`src/rtl/la_pkg.sv`:
```
// Shared types and default widths for the logic-analyser capture controller.
package la_pkg;

    localparam int LA_ADDR_W = 8;
    localparam int LA_DATA_W = 8;

    typedef enum logic [1:0] {
        ST_IDLE  = 2'd0,
        ST_ARMED = 2'd1,
        ST_POST  = 2'd2,
        ST_DONE  = 2'd3
    } la_state_e;

endpackage

```
`src/rtl/la_edge_detect.sv`:
```
// Rising-edge detector: one history register, pulse is combinational from it.
module la_edge_detect (
    input  logic clk,
    input  logic rst_n,
    input  logic level,
    output logic rise
);

    logic level_d_r;

    // Previous-cycle level used as the edge reference.
    always_ff @(posedge clk or negedge rst_n) begin
        if (!rst_n) begin
            level_d_r <= 1'b0;
        end else begin
            level_d_r <= level;
        end
    end

    assign rise = level & ~level_d_r;

endmodule

```
`src/rtl/la_capture_ctrl.sv`:
```
// Logic-analyser capture controller: circular pre/post-trigger capture into an
// external sample buffer, followed by oldest-first readout.
module la_capture_ctrl #(
    parameter int ADDR_W = la_pkg::LA_ADDR_W,
    parameter int DATA_W = la_pkg::LA_DATA_W
) (
    input  logic              clk,
    input  logic              _rst,
    input  logic [DATA_W-1:0] i_data,
    input  logic              i_btn,
    input  logic [DATA_W-1:0] i_trig_val,
    input  logic [DATA_W-1:0] i_trig_mask,
    input  logic [ADDR_W-1:0] i_post_len,
    input  logic              i_read,
    output logic              o_wr_en,
    output logic [ADDR_W-1:0] o_wr_addr,
    output logic [DATA_W-1:0] o_wr_data,
    output logic [ADDR_W-1:0] o_rd_addr,
    output logic              o_run,
    output logic              o_available,
    output logic [ADDR_W-1:0] o_trig_addr
);
    import la_pkg::*;

    localparam logic [ADDR_W-1:0] PTR_ZERO  = {ADDR_W{1'b0}};
    localparam logic [ADDR_W-1:0] PTR_ONE   = {{(ADDR_W-1){1'b0}}, 1'b1};
    localparam logic [ADDR_W-1:0] PTR_MAX   = {ADDR_W{1'b1}};
    localparam logic [ADDR_W:0]   FILL_ZERO = {(ADDR_W+1){1'b0}};
    localparam logic [ADDR_W:0]   FILL_ONE  = {{ADDR_W{1'b0}}, 1'b1};
    localparam logic [ADDR_W:0]   FILL_FULL = {1'b1, {ADDR_W{1'b0}}};

    function automatic logic trig_match(input logic [DATA_W-1:0] data,
                                        input logic [DATA_W-1:0] val,
                                        input logic [DATA_W-1:0] mask);
        return ((data ^ val) & mask) == {DATA_W{1'b0}};
    endfunction

    la_state_e         state_r, state_next_s;
    logic [ADDR_W-1:0] wr_ptr_r, wr_ptr_next_s, rd_ptr_r, post_cnt_r, trig_addr_r;
    logic [ADDR_W:0]   fill_r, fill_next_s, remain_r;
    logic              wrapped_r, wrapped_next_s;
    logic              btn_rise_s, trig_hit_s, run_s, arm_s, done_enter_s;

    la_edge_detect u_btn_edge (
        .clk   (clk),
        .rst_n (_rst),
        .level (i_btn),
        .rise  (btn_rise_s)
    );

    assign run_s        = (state_r == ST_ARMED) || (state_r == ST_POST);
    assign trig_hit_s   = (state_r == ST_ARMED) && trig_match(i_data, i_trig_val, i_trig_mask);
    assign arm_s        = btn_rise_s && ((state_r == ST_IDLE) || (state_r == ST_DONE));
    assign done_enter_s = (state_next_s == ST_DONE) && (state_r != ST_DONE);

    // State register.
    always_ff @(posedge clk or negedge _rst) begin
        if (!_rst) begin
            state_r <= ST_IDLE;
        end else begin
            state_r <= state_next_s;
        end
    end

    // Next-state decode; a button edge in DONE discards the readout and re-arms.
    always_comb begin
        state_next_s = state_r;
        case (state_r)
            ST_IDLE: begin
                if (btn_rise_s) state_next_s = ST_ARMED;
                else            state_next_s = ST_IDLE;
            end
            ST_ARMED: begin
                if (!trig_hit_s)                   state_next_s = ST_ARMED;
                else if (i_post_len == PTR_ZERO)   state_next_s = ST_DONE;
                else                               state_next_s = ST_POST;
            end
            ST_POST: begin
                if (post_cnt_r == PTR_ONE) state_next_s = ST_DONE;
                else                       state_next_s = ST_POST;
            end
            ST_DONE: begin
                if (btn_rise_s)                          state_next_s = ST_ARMED;
                else if (i_read && (remain_r == FILL_ONE)) state_next_s = ST_IDLE;
                else                                     state_next_s = ST_DONE;
            end
            default: state_next_s = ST_IDLE;
        endcase
    end

    // Output decode from the registered state.
    always_comb begin
        o_run       = 1'b0;
        o_available = 1'b0;
        o_wr_en     = 1'b0;
        o_wr_addr   = PTR_ZERO;
        o_wr_data   = {DATA_W{1'b0}};
        case (state_r)
            ST_ARMED, ST_POST: begin
                o_run     = 1'b1;
                o_wr_en   = 1'b1;
                o_wr_addr = wr_ptr_r;
                o_wr_data = i_data;
            end
            ST_DONE:  o_available = 1'b1;
            ST_IDLE:  o_available = 1'b0;
            default:  o_available = 1'b0;
        endcase
    end

    assign o_rd_addr   = rd_ptr_r;
    assign o_trig_addr = trig_addr_r;

    // Write pointer, wrap flag and saturating fill count for the coming edge.
    always_comb begin
        wr_ptr_next_s  = wr_ptr_r;
        wrapped_next_s = wrapped_r;
        fill_next_s    = fill_r;
        if (arm_s) begin
            wr_ptr_next_s  = PTR_ZERO;
            wrapped_next_s = 1'b0;
            fill_next_s    = FILL_ZERO;
        end else if (run_s) begin
            wr_ptr_next_s = wr_ptr_r + PTR_ONE;
            if (wr_ptr_r == PTR_MAX) wrapped_next_s = 1'b1;
            else                     wrapped_next_s = wrapped_r;
            if (fill_r != FILL_FULL) fill_next_s = fill_r + FILL_ONE;
            else                     fill_next_s = fill_r;
        end else begin
            wr_ptr_next_s = wr_ptr_r;
        end
    end

    // Capture and readout datapath registers.
    always_ff @(posedge clk or negedge _rst) begin
        if (!_rst) begin
            wr_ptr_r    <= PTR_ZERO;
            wrapped_r   <= 1'b0;
            fill_r      <= FILL_ZERO;
            post_cnt_r  <= PTR_ZERO;
            trig_addr_r <= PTR_ZERO;
            rd_ptr_r    <= PTR_ZERO;
            remain_r    <= FILL_ZERO;
        end else begin
            wr_ptr_r  <= wr_ptr_next_s;
            wrapped_r <= wrapped_next_s;
            fill_r    <= fill_next_s;
            if (trig_hit_s) begin
                trig_addr_r <= wr_ptr_r;
                post_cnt_r  <= i_post_len;
            end else if (state_r == ST_POST) begin
                post_cnt_r  <= post_cnt_r - PTR_ONE;
            end
            // Readout starts at the oldest sample still held in the buffer.
            if (done_enter_s) begin
                rd_ptr_r <= wrapped_next_s ? wr_ptr_next_s : PTR_ZERO;
                remain_r <= fill_next_s;
            end else if ((state_r == ST_DONE) && i_read && !btn_rise_s) begin
                rd_ptr_r <= rd_ptr_r + PTR_ONE;
                remain_r <= remain_r - FILL_ONE;
            end
        end
    end

endmodule

```
`config.mk`:
```
export PLATFORM = sky130hd
export DESIGN_NAME = la_capture_ctrl
export DESIGN_NICKNAME = d
export VERILOG_FILES = /design/src/rtl/la_pkg.sv /design/src/rtl/la_edge_detect.sv /design/src/rtl/la_capture_ctrl.sv
export SDC_FILE = /design/constraint.sdc
export NUM_CORES = 1
export LEC_CHECK = 0
export ABC_CLOCK_PERIOD_IN_PS = 2500
export CAP_MARGIN = 0
export CELL_PAD_IN_SITES_DETAIL_PLACEMENT = 1
export CELL_PAD_IN_SITES_GLOBAL_PLACEMENT = 1
export CORE_MARGIN = 3
export CORE_UTILIZATION = 35
export DETAILED_ROUTE_END_ITERATION = 7
export MAX_ROUTING_LAYER = met4
export PLACE_DENSITY_LB_ADDON = 0.1
export SYNTH_ARGS = -nofsm -noshare
export SYNTH_HDL_FRONTEND = slang
export SYNTH_SLANG_ARGS = --single-unit
export TNS_END_PERCENT = 10
```
`constraint.sdc`:
```
create_clock -name clk -period 2.5 [get_ports clk]
set_input_delay 0.5 -clock clk [delete_from_list [all_inputs] [get_ports clk]]
set_output_delay 0.5 -clock clk [all_outputs]
set_load 0.03 [all_outputs]
```
==> run summary <==
Rows = 33
Worst Skew = 0.0107 ns
CTS tree = done
clock sink count = 54
area of the core = 8420 um2
vias = 2,504
layout cells sized above 1 = 19.3%
CP Launch Point = remain_r[3]
crit-path cells = or4_4, or3_4, o31ai_2, nand2_2, o21ai_4, buf_4, mux2_2
unrepaired setup endpoints after global routing = true
placer congestion estimate = 0.845
Skew-Pair Late Insertion Delay = 0.31 ns
post-synth top area cell = dfrtp_1
die height = 100 um
maximum fanout along the worst path = 4
fin crit period = 2.47 ns
clock-pin slew on the worst setup and hold paths = 0.10 ns
first-pass GRT wire length = 13,700 um
TritonCTS buffer count = 5
fmax = 0.404 GHz
Final Power = 4160 uW
average routed wire per standard cell = 16.6 um
initial core utilization = 37.0%
Buffers on Ports = 70
delay-heaviest family, CP = simple AND/OR/NAND/NOR gates
Lkg Pwr = 0.00189 uW
Die W = 100 um
Setup CP Type = reg -> reg
vias in the first global route = 2,745
total nets after synthesis = 354
# setup viols final = 0
sequential element share of the synthesized area = 43.4%
Worst R2R Path Depth = 7
die area = 10,100 um2
largest net degree at the start of global routing = 25
most frequent cell after synthesis = dfrtp_1
top post-synthesis cells by area = dfrtp_1, xor2_1, mux2_2
Antenna Nets Post-Route = 0
CP max stage delay = 0.55 ns
Synthesis Warnings = 0
Detailed Route WL = 8270 um
Max Slew Vio Count = 0
final worst setup slack = 0.0252 ns
post-synth top area share = 43.4%
Worst VDD drop = 0.445 mV
crit path DAT = 2.67 ns
Syn-to-layout area delta = 32.8%
critical path required time = 2.69 ns
CP startpoint kind = flip-flop
final worst path period share = 99.0%
Total Nets Final = 442
H-tree levels = 2
clock tree buffer depth = 2
residual DRC count = 0
min-delay worst type = in -> async
Root Driver = clkbuf_8
HPWL Detailed = 6330 um
Buffers & Inverters on Critical Path = 1
PD cells = 1000 nW/um2
Synth cell types = 42
synthesized instance count = 305
ys async rst share = 100%
worst rel slew slack = 55.6%
Hold-fix buffers, CTS = 0
drt first-iter violations = 57
CP Capture Type = flip-flop
Top FF cell, synth = dfrtp_1
RR Endpoint = remain_r[0]
ANT cells = 0
first-pass iteration count of the detailed router = 4
pre-CTS setup slack = -0.170 ns
status = finished clean
flops & latches, synth = 54
initial antenna violation count = 0
Critical-path top delay cell = or4_4
reg2reg start = remain_r[3]
Post-synth top cells = dfrtp_1, xor2_1, nor2_1
gr ovfl total = 0
Post-synth EDFFs = 0
MaxCap Viol Count = 0
DR vias/cell = 5.02
synthesized cell area = 3120 um2
GRT Total Usage = 17.6%
Ports = 71
Worst-Margin Slew = 0.658 ns
Syn Area/Cell = 10.2 um2
R2R setup slack = 0.03 ns
final hold violation count = 0
[area by class of cell]
type,count,area [um2]
multi-input cells,229,1670
fillers,938,4280
flip-flops and latches,54,1350
repair buffers,93,823
clock buffers,6,82.6
well taps,105,131
clock inverters,2,38.8
inverters,10,37.5
[layer usage]
| metal | vias to the layer above | routed length, um | track usage [%] |
|---|---|---|---|
| met3 | 5 | 355 | 2.85 |
| li1 | 1233 | - | - |
| met2 | 50 | 3960 | 29.3 |
| met1 | 1216 | 3910 | 23.1 |
| met4 | 0 | 52 | 3.11 |
| met5 | - | 0 | - |
[flip-flops by register name (all words and copies together), names as in the netlist]
| signal | cells |
|---|---|
| post_cnt_r | 8 |
| u_btn_edge.level_d_r | 1 |
| o_rd_addr | 8 |
| fill_r | 9 |
| state_r | 2 |
| wrapped_r | 1 |
| remain_r | 9 |
| wr_ptr_r | 8 |
| o_trig_addr | 8 |
[metrics by stage]
step	utilization (%)	TNS, ns	hold WS, ns	area [um2]	std cells
final	49.1	0	0.181	4140	499
after global routing	49.1	-0.396	0.207	4140	499
after CTS	49.0	-0.00118	0.185	4130	499
after detailed placement	47.3	-2.26	0.501	3980	488
after global placement	47.3	-1.73	0.489	3980	488
after floorplan	-	0	0.204	3120	305
[where the power goes]
| part | leakage (uW) | internal, uW | switching, uW |
|---|---|---|---|
| registers | 0.000693 | 1160 | 287 |
| clock network | 0.0000618 | 330 | 300 |
| logic | 0.00113 | 959 | 1120 |
[placed cells by master (no fill, tap or decap), types with 3 or more instances in the layout]
master and count:
a21oi_1 12, a22oi_1 4, a31oi_1 3, and2_1 16
and3_1 3, buf_4 41, clkbuf_8 6, clkdlybuf4s50_1 51
dfrtp_1 54, ha_1 13, inv_1 10, mux2_2 16
mux2_4 3, mux2i_1 10, nand2_1 21, nand3_1 10
nand4_1 8, nor2_1 27, nor2b_1 3, nor3_1 7
nor4_1 6, o21ai_0 3, or3_1 4, xnor2_1 14
xor2_1 29
[logic make-up after synthesis]
kind of cell	count (synthesis)	share of synthesized area [%]
AOI/OAI and AO/OA	33	7.43
buffers and inverters	22	3.29
muxes	29	10.4
xor gates and xnor gates	43	12.1
and+or+nand+nor	111	18.2
DFF	54	43.4
adders and majority gates	13	5.22
[worst max-delay path by stage]
| stage | endpoint | slack, ns | cells after the start |
|---|---|---|---|
| 3_3_place_gp | o_rd_addr[1] | -0.12 | 9 |
| 3_5_place_dp | o_rd_addr[4] | -0.17 | 9 |
| 5_1_grt | remain_r[0] | -0.07 | 7 |
| 6_report | remain_r[0] | 0.03 | 7 |
| 2_1_floorplan | o_rd_addr[3] | 0.02 | 7 |
| 4_1_cts | remain_r[0] | -0.001 | 7 |
[repair_timing]
action	in CTS	in global routing
pin swaps	1	0
gates resized for setup	0	2
setup endpoints to repair	17	10
setup buffers	3	0
No activity file was read; power rests on OpenSTA's default activity.
